### src/rtl/mem_access_unit_if.sv
// mem_access_unit_if: pipeline request/response and data-RAM bus of the MEM-stage controller.
interface mem_access_unit_if #(
  parameter int DATA_WIDTH = 8,
  parameter int ADDR_WIDTH = 12
);
  localparam int W = 4 * DATA_WIDTH;
  logic                  i_valid;
  logic                  o_ready;
  logic                  i_mem_read;
  logic                  i_mem_write;
  logic [1:0]            i_width;
  logic                  i_unsigned;
  logic [ADDR_WIDTH-1:0] i_addr;
  logic [W-1:0]          i_wdata;
  logic [W-1:0]          o_rdata;
  logic                  o_done;
  logic                  o_err;
  logic                  o_ram_we;
  logic [ADDR_WIDTH-1:0] o_ram_addr;
  logic [W-1:0]          o_ram_wdata;
  logic [W-1:0]          i_ram_rdata;
  modport slave (
    input  i_valid, i_mem_read, i_mem_write, i_width, i_unsigned, i_addr, i_wdata, i_ram_rdata,
    output o_ready, o_rdata, o_done, o_err, o_ram_we, o_ram_addr, o_ram_wdata
  );
  modport master (
    output i_valid, i_mem_read, i_mem_write, i_width, i_unsigned, i_addr, i_wdata, i_ram_rdata,
    input  o_ready, o_rdata, o_done, o_err, o_ram_we, o_ram_addr, o_ram_wdata
  );
endinterface

### src/rtl/mem_access_unit.sv
// mem_access_unit: MEM-stage load/store controller with word-aligned RAM access,
// read-modify-write for sub-word stores and sign/zero-extended loads.
module mem_access_unit #(
  parameter int DATA_WIDTH = 8,
  parameter int ADDR_WIDTH = 12
) (
  input logic             i_clk,
  input logic             i_reset_n,
  mem_access_unit_if.slave bus
);
  localparam int W = 4 * DATA_WIDTH;
  localparam int DW = DATA_WIDTH;
  typedef enum logic [1:0] {IDLE, ACCESS, WRITE, DONE} state_t;
  state_t                state, state_n;
  logic [ADDR_WIDTH-1:0] addr_q;
  logic [W-1:0]          wdata_q, merge_q, rdata_q, sh, ext, mask, merged;
  logic [1:0]            width_q;
  logic                  uns_q, st_q, err_q, accept, bad;
  logic [$clog2(W)-1:0]  shamt;
  assign accept = bus.i_valid & (state == IDLE) & (bus.i_mem_read | bus.i_mem_write);
  assign bad = (bus.i_width == 2'b10) | (bus.i_width == 2'b01 & bus.i_addr[0]) |
               (bus.i_width == 2'b11 & |bus.i_addr[1:0]);
  assign shamt = {addr_q[1:0], {$clog2(DW){1'b0}}};
  assign sh = bus.i_ram_rdata >> shamt;
  assign ext = width_q == 2'b11 ? sh :
               width_q == 2'b01 ? {{(2*DW){~uns_q & sh[2*DW-1]}}, sh[2*DW-1:0]} :
                                  {{(3*DW){~uns_q & sh[DW-1]}}, sh[DW-1:0]};
  assign mask = (width_q == 2'b01 ? {{(2*DW){1'b0}}, {(2*DW){1'b1}}} :
                                    {{(3*DW){1'b0}}, {DW{1'b1}}}) << shamt;
  assign merged = (bus.i_ram_rdata & ~mask) | ((wdata_q << shamt) & mask);
  always_ff @(posedge i_clk or negedge i_reset_n) begin
    if (!i_reset_n) begin
      state   <= IDLE;
      addr_q  <= '0;
      wdata_q <= '0;
      width_q <= '0;
      uns_q   <= 1'b0;
      st_q    <= 1'b0;
      err_q   <= 1'b0;
      merge_q <= '0;
      rdata_q <= '0;
    end else begin
      state <= state_n;
      if (accept) begin
        addr_q  <= bus.i_addr;
        wdata_q <= bus.i_wdata;
        width_q <= bus.i_width;
        uns_q   <= bus.i_unsigned;
        st_q    <= bus.i_mem_write;
        err_q   <= bad;
      end
      if (state == ACCESS && !st_q) rdata_q <= ext;
      if (state == ACCESS) merge_q <= merged;
    end
  end
  // Outputs are pure state decodes so they collapse with the async reset.
  always_comb begin
    state_n = IDLE;
    state_n = state == IDLE   ? (accept ? (bad ? DONE : ACCESS) : IDLE) :
              state == ACCESS ? ((st_q && width_q != 2'b11) ? WRITE : DONE) :
              state == WRITE  ? DONE : IDLE;
    bus.o_ready     = state == IDLE;
    bus.o_done      = state == DONE;
    bus.o_err       = (state == DONE) & err_q;
    bus.o_ram_we    = (state == WRITE) | (state == ACCESS & st_q & width_q == 2'b11);
    bus.o_ram_wdata = state == WRITE ? merge_q : wdata_q;
    bus.o_ram_addr  = {addr_q[ADDR_WIDTH-1:2], 2'b00};
    bus.o_rdata     = rdata_q;
  end
endmodule
### src/flat_wrapper.sv
// flat-port wrapper written by rule: the top's interface ports become plain ports
module mem_access_unit_flat 
#(
  parameter int DATA_WIDTH = 8,
  parameter int ADDR_WIDTH = 12
)
  (i_clk, i_reset_n, bus_i_valid, bus_i_mem_read, bus_i_mem_write, bus_i_width, bus_i_unsigned, bus_i_addr, bus_i_wdata, bus_i_ram_rdata, bus_o_ready, bus_o_rdata, bus_o_done, bus_o_err, bus_o_ram_we, bus_o_ram_addr, bus_o_ram_wdata);
  mem_access_unit_if #(.DATA_WIDTH(DATA_WIDTH), .ADDR_WIDTH(ADDR_WIDTH)) bus_i ();
  input logic i_clk;
  input logic i_reset_n;
  input wire logic [$bits(bus_i.i_valid)-1:0] bus_i_valid;
  input wire logic [$bits(bus_i.i_mem_read)-1:0] bus_i_mem_read;
  input wire logic [$bits(bus_i.i_mem_write)-1:0] bus_i_mem_write;
  input wire logic [$bits(bus_i.i_width)-1:0] bus_i_width;
  input wire logic [$bits(bus_i.i_unsigned)-1:0] bus_i_unsigned;
  input wire logic [$bits(bus_i.i_addr)-1:0] bus_i_addr;
  input wire logic [$bits(bus_i.i_wdata)-1:0] bus_i_wdata;
  input wire logic [$bits(bus_i.i_ram_rdata)-1:0] bus_i_ram_rdata;
  output wire logic [$bits(bus_i.o_ready)-1:0] bus_o_ready;
  output wire logic [$bits(bus_i.o_rdata)-1:0] bus_o_rdata;
  output wire logic [$bits(bus_i.o_done)-1:0] bus_o_done;
  output wire logic [$bits(bus_i.o_err)-1:0] bus_o_err;
  output wire logic [$bits(bus_i.o_ram_we)-1:0] bus_o_ram_we;
  output wire logic [$bits(bus_i.o_ram_addr)-1:0] bus_o_ram_addr;
  output wire logic [$bits(bus_i.o_ram_wdata)-1:0] bus_o_ram_wdata;
  assign bus_i.i_valid = bus_i_valid;
  assign bus_i.i_mem_read = bus_i_mem_read;
  assign bus_i.i_mem_write = bus_i_mem_write;
  assign bus_i.i_width = bus_i_width;
  assign bus_i.i_unsigned = bus_i_unsigned;
  assign bus_i.i_addr = bus_i_addr;
  assign bus_i.i_wdata = bus_i_wdata;
  assign bus_i.i_ram_rdata = bus_i_ram_rdata;
  assign bus_o_ready = bus_i.o_ready;
  assign bus_o_rdata = bus_i.o_rdata;
  assign bus_o_done = bus_i.o_done;
  assign bus_o_err = bus_i.o_err;
  assign bus_o_ram_we = bus_i.o_ram_we;
  assign bus_o_ram_addr = bus_i.o_ram_addr;
  assign bus_o_ram_wdata = bus_i.o_ram_wdata;
  mem_access_unit #(.DATA_WIDTH(DATA_WIDTH), .ADDR_WIDTH(ADDR_WIDTH)) u_core (.i_clk(i_clk), .i_reset_n(i_reset_n), .bus(bus_i));
endmodule
### config.mk
export PLATFORM = sky130hd
export DESIGN_NAME = mem_access_unit_flat
export DESIGN_NICKNAME = d
export VERILOG_FILES = /design/src/rtl/mem_access_unit_if.sv /design/src/rtl/mem_access_unit.sv /design/src/flat_wrapper.sv
export SDC_FILE = /design/constraint.sdc
export NUM_CORES = 1
export LEC_CHECK = 0
export CORE_AREA = 2 2 124 126
export DETAILED_ROUTE_END_ITERATION = 10
export DIE_AREA = 0 0 126 128
export GPL_TIMING_DRIVEN = 1
export HOLD_SLACK_MARGIN = 0.06
export MAX_ROUTING_LAYER = met4
export PLACE_DENSITY_LB_ADDON = 0.15
export SYNTH_ARGS = -nofsm -noshare
export SYNTH_HDL_FRONTEND = slang
export SYNTH_SLANG_ARGS = --single-unit
export TNS_END_PERCENT = 20
### constraint.sdc
create_clock -name i_clk -period 3.9 [get_ports i_clk]
set_input_delay 0.585 -clock i_clk [delete_from_list [all_inputs] [get_ports i_clk]]
set_output_delay 0.585 -clock i_clk [all_outputs]
set_load 0.02 [all_outputs]
* Word level (Yosys, flattened, before mapping)
Cells that the tools add are included.
Word-level totals: bits in latches 0, memory bits (writable) 0, output and inout port bits 80, flip-flop bits (word level) 115, ROM bits 0, memories kept 0
Operators by class: $mul 0, equality and inequality tests 9, add/subtract/negate cells 0, reduce and logical (&&, ||, !) cells 5, bitwise operators 18, magnitude comparators 0, divide/modulo/power cells 0, mux-type cells 10, shift-type cells 3
Operators with widths (number):
- $mux 32 | 3
- $and 32x32->32 | 2
- $shl 32x5->32 | 2
- $not 32->32 | 1
- $or 32x32->32 | 1
- $shr 32x5->32 | 1
- $mux 16 | 1
- $eq 2x2->1 const B | 5
- $mux 2 | 5
- $and 1x1->1 | 9
- $eq 2x1->1 const B | 3
- $or 1x1->1 | 4
- $logic_and 1x1->1 | 2
- $logic_not 2->1 | 1
- $ne 2x2->1 const B | 1
- $reduce_or 2->1 | 1
- $logic_not 1->1 | 1
- $mux 1 | 1
- $not 1->1 | 1

* Depth between registers and ports, before layout
depth after elaboration 7, depth in mapped cells 8, depth with buffers taken out 5

* Least setup slack after synthesis
OpenSTA, ideal clock, no wires.
kind register to output, start register u_core.state[0], end output port bus_o_ram_wdata[10], arrival 1.598 ns, path slack 1.717 ns, required time 3.315 ns, stages on the path, launching flop included 6, cells stage by stage dfrtp_1 > inv_1 > ha_1 > clkbuf_1 > buf_1 > mux2_2
On the way: word-level cells in the longest chain between the ends 2
RTL lines:
- start: declaration | line mem_access_unit.sv:14 | state_t state, state_n;
- start signal: assignment | line mem_access_unit.sv:43 | state <= state_n;
- $eq 2x2->1 | line mem_access_unit.sv:66 | bus.o_ram_wdata = state == WRITE ? merge_q : wdata_q;
- $mux 32 | line mem_access_unit.sv:66
- end: declaration | line flat_wrapper.sv:25 | output wire logic [$bits(bus_i.o_ram_wdata)-1:0] bus_o_ram_wdata;
No other way between the ends.

* Worst setup path after layout
start register u_core.state[0], end output port bus_o_ram_wdata[12]
Same word-level chain as after synthesis.

==> run_results.csv <==
group,metric,value,unit
status,status,"complete, no violations",
detailed_routing,drt_iter0_drc,238,
synthesis,ys_seq_area_share,48.5,%
power_and_ir_drop,peakVddDrop,0.501,mV
synthesis,ys_warn_count,0,
placement,io_buffers,161,
sta,fin_crit_sh,77.1,%
sta,holdWs,0.218,ns
die,ios,164,
cts,cts_hold_buf,0,
sta,fmax,332,MHz
critical_path,crit_path_end_kind,"output port",
critical_path,critPathMaxFanout,34,
cts,clkLatencyLatePin,0.42,ns
cts,cts.clk_slew.worst_paths,0.06,ns
sta,max_slew_margin,39.8,%
hold_path,hold_class,"input pin to asynchronous set/reset pin",
cts,post_cts_resized,0,
sta,min_period,3.01,ns
detailed_routing,vias,4244,
placement,place_area,7560,um^2
die,core_region_area,14900,um^2
cts,cts_setup_buffers,0,
critical_path,critical_path_arrival,2.42,ns
finish,final_common_cell,"clkdlybuf4s50_1",
detailed_routing,drt_first_pass_iters,4,
sta,hold_violations,0,
placement,place_congestion,0.835,
die,start_util,39.9,%
global_routing,grt_overflow_total,0,
sta,drv_slew,0,
finish,fill_cells,1300,
sta,clock-skew-final,0.00536,ns
global_routing,grt_pass1_wl,24900,um
synthesis,ys.flop_type,"dfrtp_1",
power_and_ir_drop,p_leak,3.39,nW
synthesis,syn_inst,475,
sta,setup_viol,0,
cts,cts_htree_levels,4,
synthesis,avgSynthCellArea,12.5,um^2
global_routing,grt_pass1_vias,4390,
cts,clock_path_buffers,2,
synthesis,synth_top_area_share,48.5,%
synthesis,synth-edff-count,0,
die,die_w,126,um
critical_path,start_kind,"register",
finish,antennaDiodeCount,0,
global_routing,antenna_found_initial,0,
synthesis,synth_area_leaders,"dfrtp_1, mux2_2, mux2i_1, mux2_4, buf_4",
die,rows,45,
detailed_routing,drt-total-wl,15900,um
cts,tritoncts,"done",
die,dieArea,16100,um^2
synthesis,synth_seq_cells,115,
finish,final_cell_mix,"clkdlybuf4s50_1, mux2_2, dfrtp_1, mux2i_1, nand2_1",
power_and_ir_drop,power,7.78,mW
cts,cts.root.buffer_cell,"clkbuf_16",
sta,worstMarginPinSlew,0.902,ns
synthesis,yosys.area.top_type,"dfrtp_1",
die,die-height,128,um
synthesis,ys_async_sr_fraction,100,%
detailed_routing,via_per_inst,5.19,
critical_path,ff2ff_path_depth,4,
finish,areaGrowthSynthToFinish,37.8,%
global_routing,grt_max_degree,57,
detailed_routing,drc_errors,0,
power_and_ir_drop,power_density,952,nW/um^2
detailed_routing,wl_per_cell,19.4,um
global_routing,grtUsageTotal,20.9,%
cts,numCtsBuffers,17,
detailed_routing,ant_nets,0,
sta,rsz0062_at_grt,"false",
synthesis,synth_area,5930,um^2
sta,setup_tns,0,ns
cts,cts_sinks,115,
critical_path,required,3.31,ns
flow_run,drv_cap,0,
synthesis,synth.distinct_cells,43,
finish,num-nets-final,705,
finish,fin_area,8180,um^2
critical_path,critPathKind,"register to output port",
finish,drive_gt1_share,27.9,%
placement,hpwl,11900,um
==> Yosys cell counts (8+ instances only) <==
cell      count
inv_1        14
mux2_4        8
a221o_1       8
o311ai_1      8
a21oi_1      16
buf_2        13
clkbuf_1     13
o211ai_1      8
mux2_2      120
nor2b_1       9
dfrtp_1     115
o221ai_1      8
o22ai_1       9
mux2i_1      25
a211oi_1      8
buf_4        12
nand2_1      18
nor2_1       17
==> per-stage QoR <==
step / std cells / worst slack, ns / util [%]
3_3_place_gp: 786 / 1.36 / 50.9
4_1_cts: 818 / 0.857 / 55.0
6_report: 818 / 0.892 / 55.0
5_1_grt: 818 / 0.805 / 55.0
3_5_place_dp: 786 / 1.31 / 50.9
2_1_floorplan: 476 / 1.72 / -
==> cells by family after synthesis <==
logic type	share of synthesized area, %
simple gates	4.51
compound gates	11.0
other cells	0.0632
fa+ha+maj	0.844
buf+inv	5.65
flops	48.5
mux	29.4
==> where the power goes <==
group          total (mW)  internal, mW  switching, mW
sequential           2.29          1.79          0.505
combinational        3.88          2.06           1.81
clock                1.61          1.06          0.552
==> area by class of cell <==
type,instances,area [um^2],share of cell area (%)
multi-input cells,300,2730,33.3
clock inverters,15,190,2.33
clock buffers,17,425,5.20
flip-flops and latches,115,2880,35.2
repair buffers,169,1670,20.4
inverters,14,52.6,0.643
well taps,188,235,2.88
==> worst max-delay path, cell delays in order, from the launching register on <==
cell and delay (ns):
dfrtp_1 0.40, inv_1 0.09, ha_1 0.15, buf_4 0.38, mux2_2 0.40, clkdlybuf4s50_1 0.54
==> registers in the layout, summed over array words and instances (netlist names) <==
name                flops
u_core.st_q             1
u_core.merge_q         32
u_core.uns_q            1
u_core.err_q            1
u_core.state            2
u_core.wdata_q         32
u_core.width_q          2
u_core.bus.o_rdata     32
u_core.addr_q          12
==> routing by layer <==
layer	global-route usage, %	up-vias	wire (um)
met2	32.6	146	7580
met3	4.55	17	869
met5	-	-	0
li1	-	2022	-
met4	7.18	0	296
met1	27.1	2059	7130
==> path summary, 6_finish.rpt <==
path,start,end,slack [ns]
min in group i_clk,u_core.err_q$_DFFE_PN0P_,u_core.err_q$_DFFE_PN0P_,0.47
setup / recovery,u_core.state[0]$_DFF_PN0_,bus_o_ram_wdata[12],0.89
setup reg to reg,u_core.addr_q[0]$_DFFE_PN0P_,u_core.bus.o_rdata[29]$_DFFE_PN0P_,1.38
hold reg to reg,u_core.err_q$_DFFE_PN0P_,u_core.err_q$_DFFE_PN0P_,0.47
max in group asynchronous,i_reset_n,u_core.wdata_q[3]$_DFFE_PN0P_,2.76
hold / removal,i_reset_n,u_core.bus.o_rdata[16]$_DFFE_PN0P_,0.22
(Power assumes the default switching activity.)
